<file path="src/rtl/pb8255_pkg.sv">
// pb8255_pkg: shared types and constants for the 8255A port B handshake logic.
// Holds the mode-1 strobed-input FSM state type, the port B address decode value,
// the port C bit positions used by port B mode 1, and small helpers around them.
package pb8255_pkg;

    typedef enum logic [1:0] {
        IDLE,
        STROBED,
        FULL
    } pb_state_t;

    localparam logic [1:0] A1A0_PB = 2'b01;

    localparam int PC_INTR_B = 0;
    localparam int PC_IBF_B  = 1;
    localparam int PC_STB_B  = 2;

    // Places the port B handshake signals at their port C bit positions.
    function automatic logic [2:0] pc_bits(input logic intr, input logic ibf, input logic stb_n);
        logic [2:0] v;
        v = '0;
        v[PC_INTR_B] = intr;
        v[PC_IBF_B]  = ibf;
        v[PC_STB_B]  = stb_n;
        return v;
    endfunction

    function automatic logic is_pb_sel(input logic [1:0] a1a0);
        return a1a0 == A1A0_PB;
    endfunction

endpackage

</file>
<file path="src/rtl/sync_edge_det.sv">
// sync_edge_det: STAGES-deep synchroniser followed by a one-flop edge detector.
// Ports:
//   clk     - system clock
//   reset_n - asynchronous active-low reset; every flop resets to RST_VAL
//   din     - input level (asynchronous when STAGES > 0)
//   rise    - one-cycle pulse when the synchronised level goes 0 -> 1
//   fall    - one-cycle pulse when the synchronised level goes 1 -> 0
// STAGES = 0 bypasses the synchroniser for inputs already in the clk domain.
module sync_edge_det #(
    parameter int   STAGES  = 2,
    parameter logic RST_VAL = 1'b1
) (
    input  logic clk,
    input  logic reset_n,
    input  logic din,
    output logic rise,
    output logic fall
);

    logic sync_q;
    logic prev;

    generate
        if (STAGES == 0) begin : g_bypass
            assign sync_q = din;
        end else begin : g_sync
            logic [STAGES-1:0] chain;
            always_ff @(posedge clk or negedge reset_n) begin
                if (!reset_n) begin
                    chain <= {STAGES{RST_VAL}};
                end else begin
                    chain[0] <= din;
                    for (int i = 1; i < STAGES; i++) chain[i] <= chain[i-1];
                end
            end
            assign sync_q = chain[STAGES-1];
        end
    endgenerate

    always_ff @(posedge clk or negedge reset_n) begin
        if (!reset_n) prev <= RST_VAL;
        else          prev <= sync_q;
    end

    assign rise = sync_q & ~prev;
    assign fall = ~sync_q & prev;

endmodule

</file>
<file path="src/rtl/pb_strobe_in_ctrl.sv">
// pb_strobe_in_ctrl: 8255A port B mode-1 strobed-input handshake controller.
// Ports:
//   clk, reset_n       - system clock, asynchronous active-low reset
//   mode1              - 1 = strobed input (mode 1), 0 = plain sampling (mode 0)
//   inte_set, inte_clr - one-cycle pulses setting/clearing INTE_B (clear wins)
//   stb_n              - asynchronous peripheral strobe, active low
//   pb_pins            - port B pins
//   rd_pb              - high while the CPU read of port B is active
//   pb_data, pb_ld     - captured data and its one-cycle update pulse
//   ibf, intr, inte    - input buffer full, interrupt request B, INTE_B state
//   overrun            - sticky: a strobe arrived while the buffer was full
module pb_strobe_in_ctrl
    import pb8255_pkg::*;
#(
    parameter int SYNC_STAGES = 2,
    parameter int DATA_W      = 8
) (
    input  logic              clk,
    input  logic              reset_n,
    input  logic              mode1,
    input  logic              inte_set,
    input  logic              inte_clr,
    input  logic              stb_n,
    input  logic [DATA_W-1:0] pb_pins,
    input  logic              rd_pb,
    output logic [DATA_W-1:0] pb_data,
    output logic              pb_ld,
    output logic              ibf,
    output logic              intr,
    output logic              inte,
    output logic              overrun
);

    logic stb_rise, stb_fall, rd_rise, rd_fall;

    sync_edge_det #(.STAGES(SYNC_STAGES), .RST_VAL(1'b1)) u_stb (
        .clk     (clk),
        .reset_n (reset_n),
        .din     (stb_n),
        .rise    (stb_rise),
        .fall    (stb_fall)
    );

    // rd_pb is already synchronous to clk, so only the edge detector is kept.
    sync_edge_det #(.STAGES(0), .RST_VAL(1'b0)) u_rd (
        .clk     (clk),
        .reset_n (reset_n),
        .din     (rd_pb),
        .rise    (rd_rise),
        .fall    (rd_fall)
    );

    pb_state_t state, state_nxt;
    logic inte_q, inte_nxt, intr_q, intr_nxt, ovr_q, ovr_nxt;
    logic capture, release_ev, read_done;

    always_comb begin
        capture    = mode1 && state == IDLE && stb_fall;
        release_ev = state == STROBED && stb_rise;
        read_done  = state == FULL && rd_fall;
        state_nxt  = !mode1     ? IDLE :
                     capture    ? STROBED :
                     release_ev ? FULL :
                     read_done  ? IDLE : state;
        inte_nxt   = ~inte_clr & (inte_q | inte_set);
        // Gating with the next INTE value drops intr on the same edge INTE clears.
        intr_nxt   = mode1 & inte_nxt & ~rd_rise & (intr_q | release_ev);
        ovr_nxt    = mode1 & ~read_done & (ovr_q | (state != IDLE && stb_fall));
    end

    always_ff @(posedge clk or negedge reset_n) begin
        if (!reset_n) begin
            state   <= IDLE;
            inte_q  <= 1'b0;
            intr_q  <= 1'b0;
            ovr_q   <= 1'b0;
            pb_ld   <= 1'b0;
            pb_data <= '0;
        end else begin
            state  <= state_nxt;
            inte_q <= inte_nxt;
            intr_q <= intr_nxt;
            ovr_q  <= ovr_nxt;
            pb_ld  <= !mode1 || capture;
            if (!mode1 || capture) pb_data <= pb_pins;
        end
    end

    assign ibf     = state != IDLE;
    assign intr    = intr_q;
    assign inte    = inte_q;
    assign overrun = ovr_q;

endmodule

</file>
<file path="config.mk">
export PLATFORM = sky130hd
export DESIGN_NAME = pb_strobe_in_ctrl
export DESIGN_NICKNAME = d
export VERILOG_FILES = /design/src/rtl/pb8255_pkg.sv /design/src/rtl/sync_edge_det.sv /design/src/rtl/pb_strobe_in_ctrl.sv
export SDC_FILE = /design/constraint.sdc
export NUM_CORES = 1
export LEC_CHECK = 0
export BUFFER_PORTS_ARGS = -buffer_cell sky130_fd_sc_hd__clkbuf_2
export CAP_MARGIN = 20
export CORE_AREA = 2 2 45 47
export DETAILED_ROUTE_END_ITERATION = 10
export DIE_AREA = 0 0 47 49
export PLACE_DENSITY = 0.71
export SETUP_SLACK_MARGIN = 0.1
export SKIP_LAST_GASP = 1
export SLEW_MARGIN = 40
export SYNTH_ARGS = -nofsm -noshare
export SYNTH_HDL_FRONTEND = slang
export SYNTH_SLANG_ARGS = --single-unit
</file>
<file path="constraint.sdc">
create_clock -name clk -period 1.4 [get_ports clk]
set_input_delay 0.14 -clock clk [delete_from_list [all_inputs] [get_ports clk]]
set_output_delay 0.14 -clock clk [all_outputs]
set_load 0.1 [all_outputs]
</file>
* After elaboration in Yosys (flattened, before gate mapping) *
Cells that the tools add are included.
Widths: inputs -> output; s select.

word-level totals
  bits in latches = 0
  memory bits (writable) = 0
  bits in read-only memories = 0
  memories kept = 0
  word-level logic and storage cells = 45
  register bits after elaboration = 18

cells by class
  add/sub/neg operators = 0
  shifts and indexed selects = 0
  bitwise operators = 20
  reduce and logical (&&, ||, !) cells = 9
  divide/modulo/power cells = 0
  equal/unequal tests = 3
  order comparisons = 0
  muxes and demuxes = 4
  multipliers = 0

operators with widths
  cell                count
  $and 1x1->1         10
  $mux 2              4
  $not 1->1           7
  $logic_and 1x1->1   5
  $ne 4x1->1 const B  1
  $or 1x1->1          3
  $eq 2x1->1 const B  1
  $eq 2x2->1 const B  1
  $logic_not 2->1     1
  $reduce_bool 2->1   1
  $logic_not 1->1     1
  $logic_or 1x1->1    1

* Longest topological paths before layout *
Gate-level depths: netlist of run 1.

  depth in word-level cells = 7
  mapped depth = 3
  gate-level depth less buffers = 3

* Modules after synthesis *
From an unflattened synthesis of run 1, not the netlist that was laid out.

unflattened totals
  cells, all modules = 46
  area, all modules = 723.2 µm²

modules (own cells, without submodules)
  module                 cells an instance  instances  seq. area each (µm²)  area an instance (µm²)
  pb_strobe_in_ctrl      38                 1          350.3                 589.3
  sync_edge_det (u_stb)  5                  1          78.8                  93.8
  sync_edge_det (u_rd)   3                  1          25.0                  40.0

* Worst setup path after synthesis of run 1 *
Ideal clock, no wire load.

  path kind = flip-flop to flip-flop
  start point = register state[1]
  end point = register pb_data[0]
  cell stages (with the launch flop) = 4
  path buffers = 0
  setup time = 0.125 ns
  arrival = 1.540 ns
  path slack = -0.266 ns
  cell sequence = dfrtp_1 > or2_4 > o31ai_4 > mux2_2

on the way
  word-level cells in the longest chain between the ends = 4

RTL lines
  item                             RTL line                 RTL
  start, declared                  pb_strobe_in_ctrl.sv:53  pb_state_t state, state_nxt;
  start signal, assigned           pb_strobe_in_ctrl.sv:80  state <= state_nxt;
  $logic_not 2->1                  pb_strobe_in_ctrl.sv:58  capture = mode1 && state == IDLE && stb_fall;
  $logic_and 1x1->1 (2 in series)  pb_strobe_in_ctrl.sv:58
  $logic_or 1x1->1                 pb_strobe_in_ctrl.sv:85  if (!mode1 || capture) pb_data <= pb_pins;
  end signal, assigned             pb_strobe_in_ctrl.sv:85
  end, declared                    pb_strobe_in_ctrl.sv:26  output logic [DATA_W-1:0] pb_data,

No other way between the ends.
A chain may end at the register's enable or synchronous reset.

* Worst setup path in the final report of run 1 *
  start point = register state[0]
  end point = register pb_data[3]

The elaborated chain is that of the path after synthesis.

==> results.cfg, run 1 <==
[outcome]
outcome = finished with violations
violations = setup timing

[detailed_routing]
drc = 0
drt_pass1_iterations = 1
viasPerCell = 4.58
wire_per_inst_um = 11.7
ant_nets = 0
via_count = 536
drt_iter0_drc = 0
routed_wl_um = 1360

[clocking]
numCtsBuffers = 3
clkTransAtPathRegs_ns = 0.10
cts_setup_buffers = 0
root_buffer = clkbuf_4
clkLatencyLatePin_ns = 0.29
cts_tree = done
cts_htree_levels = 1
ctsLongestPathBuffers = 2
cts_sinks = 18

[global_route]
grt_usage_pct = 15.0
antenna_found_initial = 0
grt_overflow_total = 0
grt_pass1_vias = 547
grt_max_degree = 19
grt_pass1_wl_um = 2430

[worst_setup_path]
r2r-end = pb_data[3]
startpoint_type = flop
crit_fanout = 4
r2r-start = state[0]
crit_type = flop to flop
critPathCaptureType = flop
cp.arrival_ns = 1.64
worst-r2r-cell-count = 4
critPathRequiredTime_ns = 1.57
reg2reg_slack_ns = -0.07

[place]
portBuffers = 27
post-dp-hpwl_um = 1100
gp_congestion = 0.699

[pwr]
irDropWorstVdd_v = 0.000861
pwr-share-comb_pct = 33.2
p_switching_mw = 0.481
netSwitchingFraction_pct = 38.0
power_density_nw_per_um2 = 1240
p_clk_share_pct = 20.7
internal_power_mw = 0.786
p_leak_nw = 0.508
seq_power_share_pct = 46.1

[finish]
drive_gt1_share_pct = 61.1
final_net_count = 106
fillers = 182
syn2layout_area_growth_pct = 48.2
post-route-util_pct = 55.4
n_antenna_cell = 0

[floorplanning]
dieArea_um2 = 2300
coreArea_um2 = 1840
die-height_um = 49
die_width_um = 47
row_count = 16
start_util_pct = 37.4
io_pins = 28

[timing]
clock_skew_ns = 0.0129
finalSetupTns_ns = -0.383
fmax_mhz = 679
tightest_slew_ns = 0.540
hold_viol = 0
setup_slack_ns = -0.0725
period_share_pct = 105
finalSetupViolations = 8
relSlewSlack_pct = 64.2
maxSlewViolCount = 0
rsz0062_at_grt = yes
min_period_ns = 1.47

[synth]
syn_area_um2 = 688
syn-num-nets = 63
yosys_warnings = 0
synth_area_leaders = dfrtp_1 (55%), mux2_2 (13%), dfstp_2 (11%)
async_flop_share_pct = 100
ys_top_cells_by_count = dfrtp_1 (15), mux2_2 (8), nor2_1 (5), dfstp_2 (3)
yosys.area.top_type = dfrtp_1
synth_top_area_share_pct = 54.5
synth_flop_cell = dfrtp_1
yosysMostFrequentCell = dfrtp_1
syn_inst = 48
synth-edff-count = 0
ys_types = 17
avgSynthCellArea_um2 = 14.3
synth-seq-cells = 18
seq_area_frac_synth_pct = 66.0

[min_path]
min_path_cells = 3
hold_path.class = primary input to flop
min_to = inte
hold_start = inte_set

[flow_run]
max_cap_violations = 0
## per-layer routing
layer,share of wire [%],track usage [%]
met1,41,17.7
met2,51,24.4
met3,5.9,4.07
met4,2.7,6.94
met5,0,0
## kinds of logic (layout without fill, tap and decap cells)
family	count (synthesis)	count (layout)	synth area share (%)
compound gates	10	10	11.6
buf+inv	2	44	1.09
flops	18	18	66.0
mux	8	8	13.1
simple gates	10	10	8.18
## layout by cell type, fill, tap and decap left out, drive strengths merged
cell type / synthesis / routed
a31oi: 2 / 2
dfstp: 3 / 3
a21oi: 2 / 2
nand2b: 1 / 1
buf: 0 / 14
or2: 1 / 1
inv: 2 / 2
o221a: 1 / 1
o21bai: 1 / 1
nor3b: 1 / 1
o21ai: 2 / 2
nor4: 1 / 1
dlygate4sd3: 0 / 4
nor2: 5 / 5
clkbuf: 0 / 24
and2b: 1 / 1
a21boi: 1 / 1
dfrtp: 15 / 15
mux2: 8 / 8
o31ai: 1 / 1
## state kept, by name, indices dropped and copies added, names as in the netlist
signal / flops
u_stb.g_sync.chain: 2
state: 2
inte: 1
u_rd.prev: 1
overrun: 1
u_stb.prev: 1
pb_data: 8
intr: 1
pb_ld: 1
## how the worst max path moves through the flow
stage	startpoint	cells past startpoint	slack [ns]	endpoint
after floorplan	state[1]	3	-0.27	pb_data[0]
after global placement	u_stb.prev	4	-0.04	pb_data[5]
after detailed placement	u_stb.prev	4	-0.08	pb_data[7]
after CTS	state[0]	4	-0.1	pb_data[3]
after global routing	u_stb.prev	4	-0.14	pb_data[3]
final	state[0]	4	-0.07	pb_data[3]
## power by group through the flow
stage	logic (mW)	registers [mW]	clock network (mW)
floorplan	0.0743	0.812	0
global placement	0.394	0.591	0
detailed placement	0.399	0.594	0
CTS	0.420	0.585	0.268
global route	0.439	0.590	0.300
finish	0.421	0.583	0.262
## worst max-delay path, cell delays in order (launching register included)
cell     delay, ns
dfrtp_1       0.39
or2_4         0.27
o31ai_4       0.22
buf_6         0.15
mux2_2        0.33
## repair_timing
item	4_1_cts	5_1_grt
pin swaps	0	0
hold buffers	4	0
resized for setup	6	8
endpoints found under the setup margin	9	15
hold endpoints to repair	18	0
## through the flow
step           cells  setup WS, ns  hold slack, ns  total power [mW]  cell area, um^2
6_report         117       -0.0725          0.0668              1.27             1020
5_1_grt          117        -0.139          0.0636              1.33             1020
4_1_cts          117       -0.0963          0.0717              1.27             1010
3_5_place_dp     109       -0.0835           0.100             0.993              927
3_3_place_gp     109       -0.0406          0.0940             0.984              927
2_1_floorplan     48        -0.266          -0.156             0.887              691
## layout make-up
type,count,area (um^2),share of cell area (%)
tap,27,33.8,3.31
clock buffer,4,26.3,2.58
timing repair buffer,38,250,24.5
sequential,18,457,44.8
inverter,2,7.51,0.736
multi-input combinational,28,245,24.0
(Power assumes the default switching activity.)
==> run 2: changes to the inputs <==
Settings changed: BUFFER_PORTS_ARGS -buffer_cell sky130_fd_sc_hd__clkbuf_2 to not set, CORE_AREA 2 2 45 47 to 2 2 41 43, CTS_CLUSTER_SIZE set to 14, DIE_AREA 0 0 47 49 to 0 0 43 45, DONT_BUFFER_PORTS set to 1, PLACE_DENSITY 0.71 to 0.67.
==> run 2 against run 1 <==
Effect of this change: cell area up 5.8%; total power up 6.0%; the run still ends with setup timing left; combinational power up 5.7%; non-clock buffer count down 3; critical path type is now flop to primary output; clock power up 19%.
==> results.cfg, run 2 (synthesized netlist as in run 1, its figures left out) <==
[finish]
final_net_count = 103
multi_input_area_um2 = 245
mostFrequentLayoutCells = buf_4 (18), dlygate4sd3_1 (13), dfrtp_1 (13)
top_regs = pb_data: 8 flops, state: 2 flops, u_stb.g_sync.chain: 2 flops
post-route-util_pct = 73.3
syn2layout_area_growth_pct = 56.7
layout_commonest_cell = buf_4
regMostFlops = pb_data
seqCellArea_um2 = 457
n_antenna_cell = 0
largest_reg_flops = 8
fillers = 103
drive_gt1_share_pct = 50.6

[floorplanning]
coreArea_um2 = 1470
io_pins = 28
die_width_um = 43
start_util_pct = 46.8
die-height_um = 45
row_count = 14
dieArea_um2 = 1940

[global_route]
grt_pass1_wl_um = 2420
antenna_found_initial = 0
grt_pass1_vias = 549
grt_max_degree = 19
grt_overflow_total = 0
grt_usage_pct = 17.3

[timing]
min_period_ns = 1.50
finalSetupTns_ns = -0.579
holdWs_ns = 0.00359
maxSlewViolCount = 0
fmax_mhz = 666
finalSetupViolations = 9
relSlewSlack_pct = 74.2
hold_viol = 0
rsz0062_at_grt = yes
period_share_pct = 107
setup_slack_ns = -0.101
tightest_slew_ns = 0.388
clock_skew_ns = 0.00525

[flow_run]
max_cap_violations = 0

[worst_setup_path]
crit_fanout = 2
critPathCaptureType = primary output
cp.arrival_ns = 1.36
startpoint_type = flop
crit_type = flop to primary output
critPathRequiredTime_ns = 1.26
reg2reg_slack_ns = -0.09

[pwr]
p_leak_nw = 0.510
irDropWorstVdd_v = 0.000777
power_density_nw_per_um2 = 1240

[detailed_routing]
wire_per_inst_um = 14.3
via_count = 523
drt_iter0_drc = 4
drc = 0
viasPerCell = 5.08
drt_pass1_iterations = 3
ant_nets = 0
routed_wl_um = 1480

[clocking]
numCtsBuffers = 3
ctsLongestPathBuffers = 2
root_buffer = clkbuf_4
cts_tree = done
clkTransAtPathRegs_ns = 0.10
cts_sinks = 18
cts_htree_levels = 1
clkLatencyLatePin_ns = 0.29

[place]
gp_congestion = 0.707
post-dp-hpwl_um = 982
portBuffers = 0

[min_path]
hold_path.class = primary input to flop

[outcome]
outcome = finished with violations
violations = setup timing
==> run 2: cell count changes in the layout (fill, tap and decap cells not counted) <==
cell / previous run / this run
buf_2: 6 / 1
buf_4: 5 / 18
clkbuf_1: 1 / 0
clkbuf_2: 20 / 0
clkbuf_8: 0 / 1
dlygate4sd3_1: 4 / 13
==> run 2: final timing paths <==
path                                  startpoint                    end  depth (start not counted)
setup / recovery                        state[0]                    ibf                          4
max in group asynchronous                reset_n             u_stb.prev                          2
hold / removal                          inte_set                   inte                          2
min in group asynchronous                reset_n             pb_data[4]                          2
setup reg to reg                        state[0]             pb_data[7]                          4
hold reg to reg            u_stb.g_sync.chain[0]  u_stb.g_sync.chain[1]                          0
==> run 2: per-stage QoR <==
step	instance area (um^2)	instances	worst slack (ns)	total power, mW
after global routing	1080	103	-0.147	1.39
final	1080	103	-0.101	1.34
after floorplan	691	48	-0.266	0.887
after detailed placement	861	84	-0.0981	0.974
after global placement	861	84	-0.0372	0.967
after CTS	1030	99	-0.0845	1.33
==> run 2: area by class of cell <==
type                       instances  area share, %
sequential                        18           42.3
inverter                           2          0.696
clock buffer                       4           3.36
multi-input combinational         28           22.7
timing repair buffer              35           29.0
tap                               16           1.86
==> run 2: worst max-delay path: stages, from the launching register on <==
cell,delay [ns]
dfrtp_1,0.40
or2_4,0.27
buf_4,0.14
buf_6,0.11
buf_12,0.15
==> run 2: report_power, final <==
group | total (mW) | leakage (nW) | internal, mW | switching, mW
Sequential | 0.585 | 0.212 | 0.562 | 0.0232
Clock | 0.312 | 0.0210 | 0.158 | 0.154
Combinational | 0.445 | 0.277 | 0.139 | 0.306
Total | 1.34 | 0.510 | 0.859 | 0.483
==> run 2: per-layer routing <==
layer  global-route usage, %  up-vias  routed length (um)
li1                        -      248                   -
met1                    19.4      252                 603
met2                    33.9       21                 784
met3                    2.40        2                  78
met4                    5.45        0                  12
met5                       0        -                   0
==> run 2: timing repair <==
item | in CTS | in global routing
hold endpoints to repair | 31 | 17
endpoints found under the setup margin | 9 | 9
hold buffers | 11 | 3
setup buffers | 0 | 1
resized for setup | 7 | 4
gates cloned | 0 | 0
